**src/rtl/mb8_arb_if.sv**
```systemverilog
// Requester-side and SRAM-side signal bundle for the three-way byte SRAM arbiter.
// The master modport is the requesters plus the SRAM; the slave modport is the arbiter.
interface mb8_arb_if #(
  parameter int AW = 17
);
  logic [2:0]    req;
  logic [2:0]    we;
  logic [2:0]    lock;
  logic [AW-1:0] addr0, addr1, addr2;
  logic [7:0]    wdata0, wdata1, wdata2;
  logic [2:0]    gnt;
  logic [2:0]    rvld;
  logic [7:0]    rdata;
  logic [AW-1:0] mem_addr;
  logic          mem_we;
  logic [7:0]    mem_wd;
  logic [7:0]    mem_rd;
  logic          lock_abort;

  modport master (
    output req, we, lock, addr0, addr1, addr2, wdata0, wdata1, wdata2, mem_rd,
    input  gnt, rvld, rdata, mem_addr, mem_we, mem_wd, lock_abort
  );

  modport slave (
    input  req, we, lock, addr0, addr1, addr2, wdata0, wdata1, wdata2, mem_rd,
    output gnt, rvld, rdata, mem_addr, mem_we, mem_wd, lock_abort
  );
endinterface

```
**src/rtl/mb8_arb.sv**
```systemverilog
// Round-robin arbiter sharing one byte SRAM between core, host loader and output drain,
// with bounded locked bursts and a one-cycle read-data return path.
module mb8_arb #(
  parameter int AW       = 17,
  parameter int LOCK_MAX = 16
) (
  input  logic     clk,
  input  logic     rst,
  mb8_arb_if.slave bus
);
  localparam int BW = $clog2(LOCK_MAX + 1);

  typedef enum logic {ARB, LOCKED} state_t;

  state_t        state;
  logic [1:0]    rr;
  logic [1:0]    own;
  logic [BW-1:0] bcnt;
  logic [AW-1:0] addr_q;
  logic [2:0]    rvld_q;

  logic          held, expire, keep;
  logic          pick_vld, grant_vld;
  logic [1:0]    pick, grant_idx, idx;
  logic [2:0]    cand, gnt_c;
  logic          we_c;
  logic [AW-1:0] addr_c;
  logic [7:0]    wdata_c;

  function automatic logic [1:0] add_mod3(input logic [1:0] a, input logic [1:0] b);
    logic [2:0] s;
    s = {1'b0, a} + {1'b0, b};
    return (s >= 3'd3) ? 2'(s - 3'd3) : s[1:0];
  endfunction

  always_comb begin
    // NOTE: every signal is given a default before any branch so no path infers a latch.
    held      = (state == LOCKED) && bus.req[own];
    expire    = held && (bcnt == BW'(LOCK_MAX));
    keep      = held && bus.lock[own] && !expire;
    cand      = bus.req;
    pick_vld  = 1'b0;
    pick      = rr;
    idx       = rr;
    we_c      = 1'b0;
    addr_c    = addr_q;
    wdata_c   = 8'h00;
    if (expire) cand[own] = 1'b0;
    // Walk the search order backwards so the earliest candidate after rr wins.
    for (int k = 2; k >= 0; k--) begin
      idx = add_mod3(rr, 2'(k));
      if (cand[idx]) begin
        pick_vld = 1'b1;
        pick     = idx;
      end
    end
    grant_idx = keep ? own : pick;
    // The FSM resets to ARB, which would still grant; gating with rst silences the bus at once.
    grant_vld = rst && (keep || pick_vld);
    gnt_c     = grant_vld ? (3'b001 << grant_idx) : 3'b000;
    if (grant_vld) begin
      we_c = bus.we[grant_idx];
      case (grant_idx)
        2'd1:    begin addr_c = bus.addr1; wdata_c = bus.wdata1; end
        2'd2:    begin addr_c = bus.addr2; wdata_c = bus.wdata2; end
        default: begin addr_c = bus.addr0; wdata_c = bus.wdata0; end
      endcase
    end
  end

  // NOTE: sequential state uses non-blocking assignments so every flop sees pre-edge values.
  always_ff @(posedge clk or negedge rst) begin
    if (!rst) begin
      state  <= ARB;
      rr     <= 2'd0;
      own    <= 2'd0;
      bcnt   <= '0;
      addr_q <= '0;
      rvld_q <= 3'b000;
    end else begin
      rvld_q <= gnt_c & ~bus.we;
      if (grant_vld) addr_q <= addr_c;
      if (keep) begin
        bcnt <= bcnt + BW'(1);
      end else if (pick_vld && bus.lock[pick]) begin
        rr    <= add_mod3(pick, 2'd1);
        state <= LOCKED;
        own   <= pick;
        bcnt  <= BW'(1);
      end else begin
        if (pick_vld) rr <= add_mod3(pick, 2'd1);
        state <= ARB;
        bcnt  <= '0;
      end
    end
  end

  assign bus.gnt        = gnt_c;
  assign bus.mem_we     = we_c;
  assign bus.mem_addr   = addr_c;
  assign bus.mem_wd     = wdata_c;
  assign bus.lock_abort = rst && expire;
  assign bus.rvld       = rvld_q;
  assign bus.rdata      = (|rvld_q) ? bus.mem_rd : 8'h00;
endmodule

```
**src/flat_wrapper.sv**
```systemverilog
// flat-port wrapper written by rule: the top's interface ports become plain ports
module mb8_arb_flat 
#(
  parameter int AW       = 17,
  parameter int LOCK_MAX = 16
)
  (clk, rst, bus_req, bus_we, bus_lock, bus_addr0, bus_addr1, bus_addr2, bus_wdata0, bus_wdata1, bus_wdata2, bus_mem_rd, bus_gnt, bus_rvld, bus_rdata, bus_mem_addr, bus_mem_we, bus_mem_wd, bus_lock_abort);
  mb8_arb_if #(.AW(AW)) bus_i ();
  input  logic clk;
  input  logic rst;
  input wire logic [$bits(bus_i.req)-1:0] bus_req;
  input wire logic [$bits(bus_i.we)-1:0] bus_we;
  input wire logic [$bits(bus_i.lock)-1:0] bus_lock;
  input wire logic [$bits(bus_i.addr0)-1:0] bus_addr0;
  input wire logic [$bits(bus_i.addr1)-1:0] bus_addr1;
  input wire logic [$bits(bus_i.addr2)-1:0] bus_addr2;
  input wire logic [$bits(bus_i.wdata0)-1:0] bus_wdata0;
  input wire logic [$bits(bus_i.wdata1)-1:0] bus_wdata1;
  input wire logic [$bits(bus_i.wdata2)-1:0] bus_wdata2;
  input wire logic [$bits(bus_i.mem_rd)-1:0] bus_mem_rd;
  output wire logic [$bits(bus_i.gnt)-1:0] bus_gnt;
  output wire logic [$bits(bus_i.rvld)-1:0] bus_rvld;
  output wire logic [$bits(bus_i.rdata)-1:0] bus_rdata;
  output wire logic [$bits(bus_i.mem_addr)-1:0] bus_mem_addr;
  output wire logic [$bits(bus_i.mem_we)-1:0] bus_mem_we;
  output wire logic [$bits(bus_i.mem_wd)-1:0] bus_mem_wd;
  output wire logic [$bits(bus_i.lock_abort)-1:0] bus_lock_abort;
  assign bus_i.req = bus_req;
  assign bus_i.we = bus_we;
  assign bus_i.lock = bus_lock;
  assign bus_i.addr0 = bus_addr0;
  assign bus_i.addr1 = bus_addr1;
  assign bus_i.addr2 = bus_addr2;
  assign bus_i.wdata0 = bus_wdata0;
  assign bus_i.wdata1 = bus_wdata1;
  assign bus_i.wdata2 = bus_wdata2;
  assign bus_i.mem_rd = bus_mem_rd;
  assign bus_gnt = bus_i.gnt;
  assign bus_rvld = bus_i.rvld;
  assign bus_rdata = bus_i.rdata;
  assign bus_mem_addr = bus_i.mem_addr;
  assign bus_mem_we = bus_i.mem_we;
  assign bus_mem_wd = bus_i.mem_wd;
  assign bus_lock_abort = bus_i.lock_abort;
  mb8_arb #(.AW(AW), .LOCK_MAX(LOCK_MAX)) u_core (.clk(clk), .rst(rst), .bus(bus_i));
endmodule
```
**config.mk**
```make
export PLATFORM = sky130hd
export DESIGN_NAME = mb8_arb_flat
export DESIGN_NICKNAME = d
export VERILOG_FILES = /design/src/rtl/mb8_arb_if.sv /design/src/rtl/mb8_arb.sv /design/src/flat_wrapper.sv
export SDC_FILE = /design/constraint.sdc
export NUM_CORES = 1
export LEC_CHECK = 0
export ABC_AREA = 1
export BUFFER_PORTS_ARGS = -buffer_cell sky130_fd_sc_hd__buf_2
export CAP_MARGIN = 20
export CORE_MARGIN = 4
export CORE_UTILIZATION = 36
export DETAILED_ROUTE_END_ITERATION = 10
export PLACE_DENSITY = 0.76
export SLEW_MARGIN = 20
export SYNTH_ARGS = -nofsm -noshare
export SYNTH_HDL_FRONTEND = slang
export SYNTH_SLANG_ARGS = --single-unit
```
**constraint.sdc**
```tcl
create_clock -name clk -period 4.85 [get_ports clk]
set_clock_uncertainty 0.1 [all_clocks]
set_input_delay 0 -clock clk [delete_from_list [all_inputs] [get_ports clk]]
set_output_delay 0 -clock clk [all_outputs]
set_load 0.02 [all_outputs]
```
==> impl_metrics.yaml <==
timing:
  unrepaired_setup_endpoints_after_global_routing: "no"
  post-route-period-util_pct: 82.41
  setup_viol: 0
  maxSlewViolCount: 0
  max_slew_margin_pct: 51.07
  max_freq_mhz: 250.2
  period_minus_slack_ps: 3997
  worstMarginPinSlew_ps: 734.0
  final.setup.tns_ps: 0
  timing_hold_violations_final: 0
clocking:
  clock_sink_count: 30
  clock_tree_from_tritoncts: "built"
  clkSlewWorstSetupHoldPaths_ps: 70
  number_of_buffers_created_by_cts: 5
  clk_root_buffer_cell: "clkbuf_8"
  cts_max_level: 2
  clock_latency_reported_for_the_late_side_of_the_worst_skew_pair_ps: 290
  cts.path.max_buffers: 2
yosys:
  synthDominantCellAreaShare_pct: 28.00
  synth_edf_count: 0
  ys_top_cells_by_area: "dfrtp_1 (28%), nand3_1 (15%), nor2_1 (12%), nand2_1 (8.0%), inv_1 (5.9%)"
  post_synthesis_instance_area_mm2: 0.002681
  synth.largest_area_cell: "dfrtp_1"
  ys_seq_elements: 30
  share_of_synthesized_flip_flops_with_an_asynchronous_set_or_reset_pct: 100.0
  synthesized_netlist_net_count: 487
  mean_syn_cell_area_um2: 6.893
  synth_cell_types: 35
  yosysWarnings: 0
  post_synth_inst_count: 389
  synth-seq-area-share_pct: 28.00
  synthFlopType: "dfrtp_1"
final_layout:
  multiInputGateArea_mm2: 0.001634
  seqCellArea_um2: 750.7
  final_cell_mix: "buf_2 (134), nor2_1 (85), nand3_1 (80)"
  finish.net_count: 645
  areaGrowthSynthToFinish_pct: 40.36
  filler_cell_count: 694
  layout-drive-gt1-share_pct: 35.77
  insertedDiodeCount: 0
  most_common_cell_after_layout_fill_and_taps_aside: "buf_2"
setup_path:
  timing.reg2reg.setup_slack_ps: 850
  timing.critical_path.fanout_max: 43
  timing.critical_path.arrival_ps: 4070
  capture_point_of_the_critical_path: "u_core.addr_q[0]"
  rr_worst_depth: 14
  timing.critical_path.from: "u_core.bcnt[0]"
  timing.critical_path.required_ps: 4920
  reg2reg_to: "u_core.addr_q[0]"
  launch_point_of_the_worst_reg_to_reg_path: "u_core.bcnt[0]"
  timing_worst_setup_path_type: "reg -> reg"
  setup.worst_path.end_class: "flop"
  worstSetupStartpointType: "flop"
floorplanning:
  die_area_mm2: 0.008892
  initial_utilization_pct: 36.97
  io_pins: 135
  die_x_um: 94.30
  fp.dieH_um: 94.30
  core_mm2: 0.007253
  core.rowCount: 31
drt:
  routed-via-count: 3069
  remaining_drc_errors: 0
  wl_um: 8282
  drtIter0Drc: 119
  antenna_violating_nets_post_route: 0
  drt-vias-per-instance: 4.743
  routed_wire_length_per_instance_um: 12.80
  detail_route.first_pass.iterations: 6
global_routing:
  global_route.usage.total_pct: 17.77
  grt_pass1_vias: 2848
  first_pass_grt_wire_length_um: 12430
  grt_antenna_before_repair: 0
  globalRoute.totalOverflow: 0
  maximum_number_of_pins_on_one_net_before_global_route_repair: 44
run_status:
  outcome: "completed"
job:
  maxCapViolCount: 0
placement:
  detailedPlacementHpwl_um: 6150
  gpl.final_weighted_congestion: 0.8576
  buffer_ports.inserted: 134
min_path:
  hold_class: "in -> reg"
worst min-delay path by stage:
stage	from	to	cells after the start
after floorplan	rst	u_core.addr_q[0]	0
after global placement	rst	u_core.addr_q[2]	1
after detailed placement	rst	u_core.addr_q[2]	1
after CTS	bus_addr1[14]	u_core.addr_q[14]	5
after global routing	bus_addr0[11]	u_core.addr_q[11]	5
final	bus_addr1[14]	u_core.addr_q[14]	5
state kept, by name (all words and copies together), names as in the netlist:
name and flops:
u_core.bcnt 5, u_core.state 1, u_core.rr 2, u_core.own 2, u_core.addr_q 17, u_core.bus.rvld 3
cells in the mapped netlist (all sizes together) (2+ instances only):
| master | instances |
|---|---|
| nand4 | 7 |
| nor3 | 7 |
| clkinv | 2 |
| o21ai | 4 |
| xor2 | 2 |
| nand2 | 72 |
| ha | 4 |
| nor2 | 109 |
| nand3 | 86 |
| inv | 45 |
| dfrtp | 30 |
| buf | 11 |
| a21oi | 2 |
| clkbuf | 3 |
kinds of logic (layout without fill, tap and decap cells):
kind of cell	after synthesis	in the layout	share of synthesized area, %
AOI/OAI and AO/OA	9	9	2.334
DFF	30	30	28.00
buffers and inverters	61	220	11.06
xor gates and xnor gates	3	3	0.9801
and+or+nand+nor	282	282	55.76
adders and majority gates	4	4	1.867
layer usage:
layer  vias up  GRT usage, %  wire [um]
met3         7         3.205        675
met4         0         5.776         81
met2       126         33.98       4294
met5         -             0          0
met1      1379         19.59       3230
li1       1557             -          -
repair_timing:
action,CTS,global route
endpoints found under the hold margin,48,0
hold buffers,31,0
gates resized for setup,0,0
buffers inserted,0,0
cell type report:
type                    count  share of cell area [%]
flip-flops and latches     30                   19.95
clock buffers               6                   2.194
clock inverters             2                  0.3324
repair buffers            165                   26.06
well taps                  99                   3.291
inverters                  47                   4.754
multi-input cells         298                   43.42
worst max-delay path: stages, from the launching register on:
cell and delay [ps]:
dfrtp_1 400, inv_1 60, ha_1 190, nand2_1 100
nor3_4 70, nor3_1 190, nand2_1 270, inv_1 240
o21ai_4 120, inv_2 580, nand3_1 180, dlygate4sd3_1 600
nor2_1 140, dlygate4sd3_1 580, nor2_1 40
per-stage QoR:
stage | cell area [um2] | util, % | setup WS (ps) | hold WS (ps) | cells
finish | 3764 | 51.89 | 853.2 | 3.216 | 647
global route | 3764 | 51.89 | 606.4 | 24.40 | 647
CTS | 3764 | 51.89 | 938.8 | 0.02537 | 647
detailed placement | 3358 | 46.30 | 1674 | -2.191 | 608
global placement | 3358 | 46.30 | 1760 | -0.08948 | 608
floorplan | 2681 | - | 2298 | -395.6 | 389
Power is left out: the tool's default activity adds up to more than one toggle a clock period on the data nets, which glitch-free logic cannot reach.
